File: src/rtl/serial_seq_tx.sv
// serial_seq_tx: parallel-to-serial source for the Moore sequence detectors.
// Takes a word plus bit count over valid/ready, shifts it out MSB-first
// one bit per clock on x/x_valid, pulses done, then idles for a fixed gap.
module serial_seq_tx #(
  parameter int WIDTH      = 8,
  parameter int GAP_CYCLES = 2,
  localparam int LW        = $clog2(WIDTH + 1)
) (
  input  logic             clk,
  input  logic             reset,
  input  logic             in_valid,
  output logic             in_ready,
  input  logic [WIDTH-1:0] in_data,
  input  logic [LW-1:0]    in_len,
  output logic             x,
  output logic             x_valid,
  output logic             busy,
  output logic             done
);

  typedef enum logic [1:0] {
    ST_IDLE  = 2'd0,
    ST_SHIFT = 2'd1,
    ST_GAP   = 2'd2
  } state_t;

  // A length of zero, or one larger than the word, means "send the full word".
  function automatic logic [LW-1:0] eff_len(input logic [LW-1:0] len);
    if ((len == LW'(0)) || (len > LW'(WIDTH))) begin
      return LW'(WIDTH);
    end else begin
      return len;
    end
  endfunction

  state_t           state_r,    state_s;
  logic [WIDTH-1:0] sr_r,       sr_s;
  logic [LW-1:0]    cnt_r,      cnt_s;
  logic [3:0]       gcnt_r,     gcnt_s;
  logic             x_r,        x_s;
  logic             x_valid_r,  x_valid_s;
  logic             done_r,     done_s;
  logic             in_ready_r, in_ready_s;
  logic             busy_r,     busy_s;

  logic [LW-1:0]    len_eff_s;
  logic [LW-1:0]    shamt_s;
  logic [WIDTH-1:0] aligned_s;

  // Left-align the offered word so its first payload bit sits at the MSB.
  always_comb begin
    len_eff_s = eff_len(in_len);
    shamt_s   = LW'(WIDTH) - len_eff_s;
    aligned_s = in_data << shamt_s;
  end

  // Next-state and next-output logic; every output is computed here and registered below.
  always_comb begin
    state_s    = state_r;
    sr_s       = sr_r;
    cnt_s      = cnt_r;
    gcnt_s     = gcnt_r;
    x_s        = 1'b0;
    x_valid_s  = 1'b0;
    done_s     = 1'b0;
    in_ready_s = 1'b0;

    case (state_r)
      ST_IDLE: begin
        // in_ready_r is low for the done cycle when there is no gap, so a
        // word can never be accepted in the same cycle done is shown.
        if (in_valid && in_ready_r) begin
          state_s   = ST_SHIFT;
          sr_s      = aligned_s;
          cnt_s     = len_eff_s;
          x_s       = aligned_s[WIDTH-1];
          x_valid_s = 1'b1;
        end else begin
          in_ready_s = 1'b1;
        end
      end
      ST_SHIFT: begin
        // cnt_r counts bits still on the wire including the one now shown.
        if (cnt_r <= LW'(1)) begin
          done_s = 1'b1;
          sr_s   = '0;
          cnt_s  = '0;
          if (GAP_CYCLES > 0) begin
            state_s = ST_GAP;
            gcnt_s  = 4'(GAP_CYCLES);
          end else begin
            state_s = ST_IDLE;
          end
        end else begin
          sr_s      = {sr_r[WIDTH-2:0], 1'b0};
          cnt_s     = cnt_r - LW'(1);
          x_s       = sr_r[WIDTH-2];
          x_valid_s = 1'b1;
        end
      end
      ST_GAP: begin
        if (gcnt_r <= 4'd1) begin
          state_s    = ST_IDLE;
          gcnt_s     = 4'd0;
          in_ready_s = 1'b1;
        end else begin
          gcnt_s = gcnt_r - 4'd1;
        end
      end
      default: begin
        state_s    = ST_IDLE;
        sr_s       = '0;
        cnt_s      = '0;
        gcnt_s     = 4'd0;
        in_ready_s = 1'b1;
      end
    endcase

    busy_s = (state_s != ST_IDLE);
  end

  // State, datapath and output registers; reset aborts any word in flight.
  always_ff @(posedge clk or negedge reset) begin
    if (!reset) begin
      state_r    <= ST_IDLE;
      sr_r       <= '0;
      cnt_r      <= '0;
      gcnt_r     <= 4'd0;
      x_r        <= 1'b0;
      x_valid_r  <= 1'b0;
      done_r     <= 1'b0;
      in_ready_r <= 1'b1;
      busy_r     <= 1'b0;
    end else begin
      state_r    <= state_s;
      sr_r       <= sr_s;
      cnt_r      <= cnt_s;
      gcnt_r     <= gcnt_s;
      x_r        <= x_s;
      x_valid_r  <= x_valid_s;
      done_r     <= done_s;
      in_ready_r <= in_ready_s;
      busy_r     <= busy_s;
    end
  end

  assign x        = x_r;
  assign x_valid  = x_valid_r;
  assign done     = done_r;
  assign in_ready = in_ready_r;
  assign busy     = busy_r;

endmodule

File: config.mk
export PLATFORM = sky130hd
export DESIGN_NAME = serial_seq_tx
export DESIGN_NICKNAME = d
export VERILOG_FILES = /design/src/rtl/serial_seq_tx.sv
export SDC_FILE = /design/constraint.sdc
export NUM_CORES = 1
export LEC_CHECK = 0
export CORE_UTILIZATION = 49
export CTS_BUF_LIST = sky130_fd_sc_hd__clkbuf_16
export CTS_CLUSTER_SIZE = 12
export DETAILED_ROUTE_END_ITERATION = 7
export HOLD_SLACK_MARGIN = 0.05
export PLACE_DENSITY = 0.78
export SLEW_MARGIN = 0
export SYNTH_ARGS = -nofsm -noshare
export SYNTH_HDL_FRONTEND = slang
export SYNTH_SLANG_ARGS = --single-unit
File: constraint.sdc
create_clock -name clk -period 2.35 [get_ports clk]
set_input_delay 0.47 -clock clk [delete_from_list [all_inputs] [get_ports clk]]
set_output_delay 0.47 -clock clk [all_outputs]
set_load 0.01 [all_outputs]
==> reports/metrics.yaml, run 1 <==
dp.final_hpwl_um: 2560
final_util_pct: 65.5
portBuffers: 19
cts.htree.levels: 1
arrival_ns: 2.38
grt_pass1_vias: 1288
grt_usage_pct: 22.2
grt_max_degree: 14
fmax_mhz: 445
synth_edf_count: 0
initial_core_util_pct: 51.8
start_kind: "primary input"
async_flop_share_pct: 100
worstHoldEndpoint: "sr_r[5]$_DFFE_PN0P_"
intPower_mw: 1.23
postCtsSetupBuffers: 0
pin_count: 20
rows: 19
syn_avg_cell_area_sq_um: 9.48
dieArea_sq_um: 3160
grt_util_met1_pct: 28.2
hold_start: "sr_r[5]$_DFFE_PN0P_"
cp.required_ns: 2.48
cts_hold_buf: 0
clkLatencyLatePin_ns: 0.25
die_width_um: 56.2
routed_wl_um: 3250
worstHoldPathCells: 2
vias: 1266
ctsResizeCount: 0
drive_gt1_share_pct: 14.4
fin_crit_sh_pct: 95.6
power.switching_mw: 0.728
hp-class: "flip-flop to flip-flop"
status: "complete, no violations"
wl_per_cell_um: 15.3
antenna_found_initial: 0
swShare_pct: 37.1
syn-cell-area_sq_um: 1440
seqPwrFrac_pct: 31.1
numCtsBuffers: 3
grt_use_met3_pct: 6.74
cts.sinks: 22
dpl_cell_area_sq_um: 1720
p_comb_share_pct: 45.1
final_area_sq_um: 1820
cts.path.max_buffers: 2
cts-root-buf: "clkbuf_16"
fin_crit_ns: 2.25
peakVddDrop_mv: 0.896
p_per_area_nw_per_um2: 1080
worstReg2RegStart: "state_r[0]$_DFF_PN0_"
antenna_cells: 0
max_slew.worst_pin.slew_ns: 0.545
path_class: "primary input to flip-flop"
fp.dieH_um: 56.2
power_leakage_nw: 0.832
ys.flop_type: "dfrtp_1"
place.gp.congestion: 0.852
reg2reg_depth: 7
cp_max_fo: 2
syn_nets: 176
hold_viol: 0
grt-ovfl-total: 0
drtIter0Drc: 87
cp-end-kind: "flip-flop"
ys_seq_elements: 22
ys_types: 38
r2r_setup_slack_ns: 0.33
syn_inst: 152
top_usage_layer: "met2"
clock_skew_ns: 0.00315
fillers: 211
firstDrtPassIters: 4
grt.met2_usage_pct: 36.9
antenna_left: 0
setup_viol: 0
drc: 0
cts_tree: "done"
rsz0062_at_grt: "false"
ys_warn_count: 0
nNetsFinal: 206
r2r_end: "sr_r[4]$_DFFE_PN0P_"
slew_violations: 0
tns_ns: 0
ys_seq_area_share_pct: 38.3
clk_transition_reported_paths_ns: 0.06
slew_headroom_pct: 63.6
syn2layout_area_growth_pct: 26.4
detail_route.vias_per_cell: 5.97
p_clk_share_pct: 23.9
grt_pass1_wl_um: 5510
dp.cells: 208
max_cap_violations: 0
core-area_sq_um: 2780
final_cells: 212
==> layout make-up <==
cell class	instances	area [sq um]	area share, %
multi-input combinational	114	820	45.0
sequential	22	552	30.3
timing repair buffer	28	258	14.1
clock buffer	3	75.1	4.12
inverter	13	48.8	2.68
tap	31	38.8	2.13
clock inverter	1	30.0	1.65
==> placed cells by master, fill, tap and decap left out, types with 2 or more instances in the layout <==
cell type        instances
buf_4                    9
a32oi_1                  4
inv_1                   11
o31ai_1                  2
nand2_1                 21
mux4_2                   3
nor2_1                  11
o211ai_1                 2
clkbuf_16                3
a22o_1                   4
nand3_1                  3
nand2b_1                 5
o22ai_1                  2
o21ai_0                  9
ha_1                     9
dfrtp_1                 21
mux2i_1                  3
a21o_1                   2
a22oi_1                  3
o31a_1                   2
clkdlybuf4s50_1         19
o2bb2ai_1                3
nor3_1                   6
a21oi_1                  7
inv_2                    2
==> through the flow <==
| step | setup WS, ns | hold WS (ns) | total power [mW] |
|---|---|---|---|
| after global placement | -0.0728 | 0.486 | 1.44 |
| after floorplan | 0.125 | 0.174 | 1.19 |
| after global routing | 0.00821 | 0.536 | 2.09 |
| after detailed placement | -0.158 | 0.502 | 1.48 |
| after CTS | 0.104 | 0.516 | 1.96 |
| final | 0.103 | 0.513 | 1.96 |
==> worst max-delay path, cell delays in order <==
cell and delay, ns:
clkdlybuf4s50_1 0.49, nor2b_2 0.18, inv_2 0.05, ha_1 0.30
inv_1 0.09, mux4_2 0.51, a22oi_1 0.20, o21ai_0 0.10
==> sequential cells by signal, indices dropped and copies added, names as in the netlist <==
register  flops
busy          1
cnt_r         4
done          1
gcnt_r        4
in_ready      1
sr_r          7
state_r       2
x             1
x_valid       1
==> worst max path at each step <==
stage	from	end	slack, ns	depth (start not counted)
final	in_len[0]	sr_r[6]$_DFFE_PN0P_	0.10	8
after global routing	in_len[0]	sr_r[6]$_DFFE_PN0P_	0.008	9
after CTS	in_len[0]	sr_r[6]$_DFFE_PN0P_	0.10	8
after detailed placement	in_len[0]	sr_r[6]$_DFFE_PN0P_	-0.16	8
after global placement	in_len[0]	sr_r[6]$_DFFE_PN0P_	-0.07	8
after floorplan	in_len[0]	sr_r[6]$_DFFE_PN0P_	0.13	9
==> power by group through the flow <==
| stage | clock (mW) | combinational [mW] | sequential [mW] |
|---|---|---|---|
| finish | 0.468 | 0.883 | 0.609 |
| CTS | 0.474 | 0.878 | 0.609 |
| global route | 0.493 | 0.974 | 0.624 |
| global placement | 0 | 0.832 | 0.605 |
| detailed placement | 0 | 0.865 | 0.611 |
| floorplan | 0 | 0.582 | 0.608 |
==> metal layers <==
metal / wire (um) / vias to the layer above
li1: - / 610
met2: 1630 / 45
met4: 7 / 0
met3: 169 / 2
met1: 1440 / 609
met5: 0 / -
==> cells in the mapped netlist, drive strengths merged (2+ instances only) <==
cell type | number | share of area [%]
o211ai | 2 | 1.0
o21ai | 10 | 3.5
a22o | 4 | 2.4
buf | 3 | 1.5
nor3 | 7 | 2.8
mux2i | 3 | 2.1
o2bb2ai | 3 | 1.8
a22oi | 4 | 2.4
nand3 | 3 | 1.0
o31ai | 2 | 1.0
ha | 9 | 7.8
nor2 | 11 | 2.9
mux4 | 3 | 4.7
nand2 | 21 | 5.5
o31a | 2 | 1.2
inv | 13 | 3.4
a21oi | 7 | 2.4
a21o | 2 | 1.0
nand2b | 5 | 2.2
o22ai | 2 | 0.87
a32oi | 4 | 2.4
dfrtp | 21 | 36
nor2b | 2 | 1.6
==> cell families (layout without fill, tap and decap cells) <==
group	Yosys count	count (layout)	synth area share, %
AO/OA/AOI/OAI	45	45	22.0
XOR/XNOR	2	2	2.52
adder cells (fa/ha/maj)	9	9	7.81
buffers and inverters	16	45	4.86
flip-flops	22	22	38.3
multiplexers	7	7	7.55
AND/OR/NAND/NOR	51	51	16.9
No activity file was read; power rests on OpenSTA's default activity.
==> run 2, diff against run 1 <==
Settings changed: CTS_CLUSTER_SIZE 12 to 24.
==> results of run 2 <==
Same layout as run 1: the final DEF is identical, and so are final timing and power.
==> run 3, diff against run 2 <==
Settings changed: CORE_MARGIN from default to 5.
Clock period 2.35 ns to 2.3 ns, I/O delays scaled along.
==> reports/metrics.yaml, run 3 (synthesis results as in run 1) <==
numCtsBuffers: 3  # unchanged
antenna_cells: 0  # unchanged
place.gp.congestion: 0.874  # +2.7%
power_leakage_nw: 0.850  # +2.3%
die_width_um: 64.2  # +14%
dpl_cell_area_sq_um: 1740  # +1.3%
clkLatencyLatePin_ns: 0.26  # about the same
reg2reg_depth: 7  # unchanged
arrival_ns: 2.34  # -0.04 ns
max_cap_violations: 0  # unchanged
grt_pass1_wl_um: 5910  # +7.1%
drive_gt1_share_pct: 15.8  # +1.4 points
cts.sinks: 22  # unchanged
worstReg2RegStart: "state_r[0]$_DFF_PN0_"
grt_max_degree: 14  # unchanged
top_regs: "sr_r (7), cnt_r (4), gcnt_r (4)"
largest_reg_flops: 7  # unchanged
portBuffers: 19  # unchanged
cts.htree.levels: 1  # unchanged
slew_headroom_pct: 61.3  # -2.3 points
cts_tree: "done"
clock_skew_ns: 0.00457  # +0.00142 ns
detail_route.vias_per_cell: 6.07  # +1.6%
cts.path.max_buffers: 2  # unchanged
cp.required_ns: 2.44  # -0.04 ns
final_util_pct: 66.5  # +0.99 points
r2r_setup_slack_ns: 0.25  # -0.08 ns
drtIter0Drc: 99  # +14%
dieArea_sq_um: 4130  # +30%
start_kind: "primary input"
initial_core_util_pct: 51.8  # unchanged
path_class: "primary input to flip-flop"
hp-class: "flip-flop to flip-flop"
rows: 19  # unchanged
final_area_sq_um: 1850  # +1.5%
rsz0062_at_grt: "false"
firstDrtPassIters: 4  # unchanged
vias: 1305  # +3.1%
antenna_found_initial: 0  # unchanged
cp-startpoint: "in_len[0]"
peakVddDrop_mv: 1.02  # +14%
grt_pass1_vias: 1308  # +1.6%
cp-end-kind: "flip-flop"
drc: 0  # unchanged
fp.dieH_um: 64.2  # +14%
routed_wl_um: 3560  # +9.6%
r2r_end: "sr_r[1]$_DFFE_PN0P_"
cp_max_fo: 2  # unchanged
top_register: "sr_r"
final_cell_mix: "nand2_1, dfrtp_1, clkdlybuf4s50_1, buf_4"
fillers: 208  # -1.4%
setup_viol: 0  # unchanged
cts-root-buf: "clkbuf_16"
core-area_sq_um: 2780  # unchanged
fmax_mhz: 455
wl_per_cell_um: 16.6  # +8.0%
hold_viol: 0  # unchanged
fin_crit_ns: 2.20
tns_ns: 0  # unchanged
status: "complete, no violations"
pin_count: 20  # unchanged
syn2layout_area_growth_pct: 28.3
slew_violations: 0  # unchanged
grt-ovfl-total: 0  # unchanged
grt_usage_pct: 17.6  # -4.6 points
nNetsFinal: 209  # +1.5%
dp.final_hpwl_um: 2820  # +10%
fin_crit_sh_pct: 95.6
max_slew.worst_pin.slew_ns: 0.579  # +0.0342 ns
p_per_area_nw_per_um2: 1110  # +2.8%
setup.worst_path.end: "sr_r[6]$_DFFE_PN0P_"
multi_input_area_sq_um: 825  # +0.61%
register_area_sq_um: 552  # unchanged
clk_transition_reported_paths_ns: 0.06  # about the same
antenna_left: 0  # unchanged
[run 3: cell types whose count changed in the layout (fill, tap and decap cells not counted)]
cell,previous run,this run
buf_4,9,12
nor2b_4,1,2
nor2b_2,1,0
[run 3: critical path, stage by stage]
cell and delay (ns):
clkdlybuf4s50_1 0.49, nor2b_4 0.16, inv_2 0.04, ha_1 0.30, inv_1 0.09, mux4_2 0.50
a22oi_1 0.19, o21ai_0 0.10
[run 3: area by class of cell]
| type | instances | share of cell area [%] |
|---|---|---|
| inverter | 13 | 2.64 |
| clock buffer | 3 | 4.06 |
| tap | 31 | 2.10 |
| clock inverter | 1 | 1.62 |
| timing repair buffer | 31 | 15.2 |
| multi-input combinational | 114 | 44.6 |
| sequential | 22 | 29.8 |
[run 3: how the worst min path moves through the flow]
stage / start / endpoint / slack, ns / cells past startpoint
2_1_floorplan: reset / busy$_DFF_PN0_ / 0.16 / 0
3_3_place_gp: sr_r[4]$_DFFE_PN0P_ / sr_r[4]$_DFFE_PN0P_ / 0.48 / 2
3_5_place_dp: sr_r[6]$_DFFE_PN0P_ / sr_r[6]$_DFFE_PN0P_ / 0.50 / 2
4_1_cts: sr_r[4]$_DFFE_PN0P_ / sr_r[4]$_DFFE_PN0P_ / 0.52 / 2
5_1_grt: sr_r[5]$_DFFE_PN0P_ / sr_r[5]$_DFFE_PN0P_ / 0.54 / 2
6_report: sr_r[6]$_DFFE_PN0P_ / sr_r[6]$_DFFE_PN0P_ / 0.53 / 2
[run 3: where the power goes]
part	total, mW	switching (mW)	internal, mW	leakage, nW
logic	0.935	0.542	0.394	0.506
clock network	0.486	0.140	0.346	0.0511
registers	0.625	0.0974	0.528	0.294
total	2.05	0.779	1.27	0.850
[run 3: metrics by stage]
stage / hold WS (ns) / total power, mW / instances / worst slack, ns
floorplan: 0.164 / 1.22 / 152 / 0.0855
global placement: 0.484 / 1.48 / 211 / -0.116
detailed placement: 0.504 / 1.54 / 211 / -0.174
CTS: 0.520 / 2.03 / 215 / 0.0803
global route: 0.540 / 2.17 / 215 / 0.0334
finish: 0.526 / 2.05 / 215 / 0.100
[run 3: metal layers]
layer / wire length (um) / up-vias / GRT usage [%] / part of all wire, %
li1: - / 614 / - / -
met1: 1470 / 629 / 22.2 / 41
met2: 1840 / 56 / 30.8 / 52
met3: 224 / 6 / 4.20 / 6.3
met4: 29 / 0 / 3.05 / 0.81
met5: 0 / - / 0 / 0
[run 3: repair_timing]
| action | CTS | global route |
|---|---|---|
| gates resized for setup | 0 | 1 |
| hold buffers | 0 | 0 |
| setup buffers | 0 | 0 |
| setup endpoints to repair | 0 | 1 |
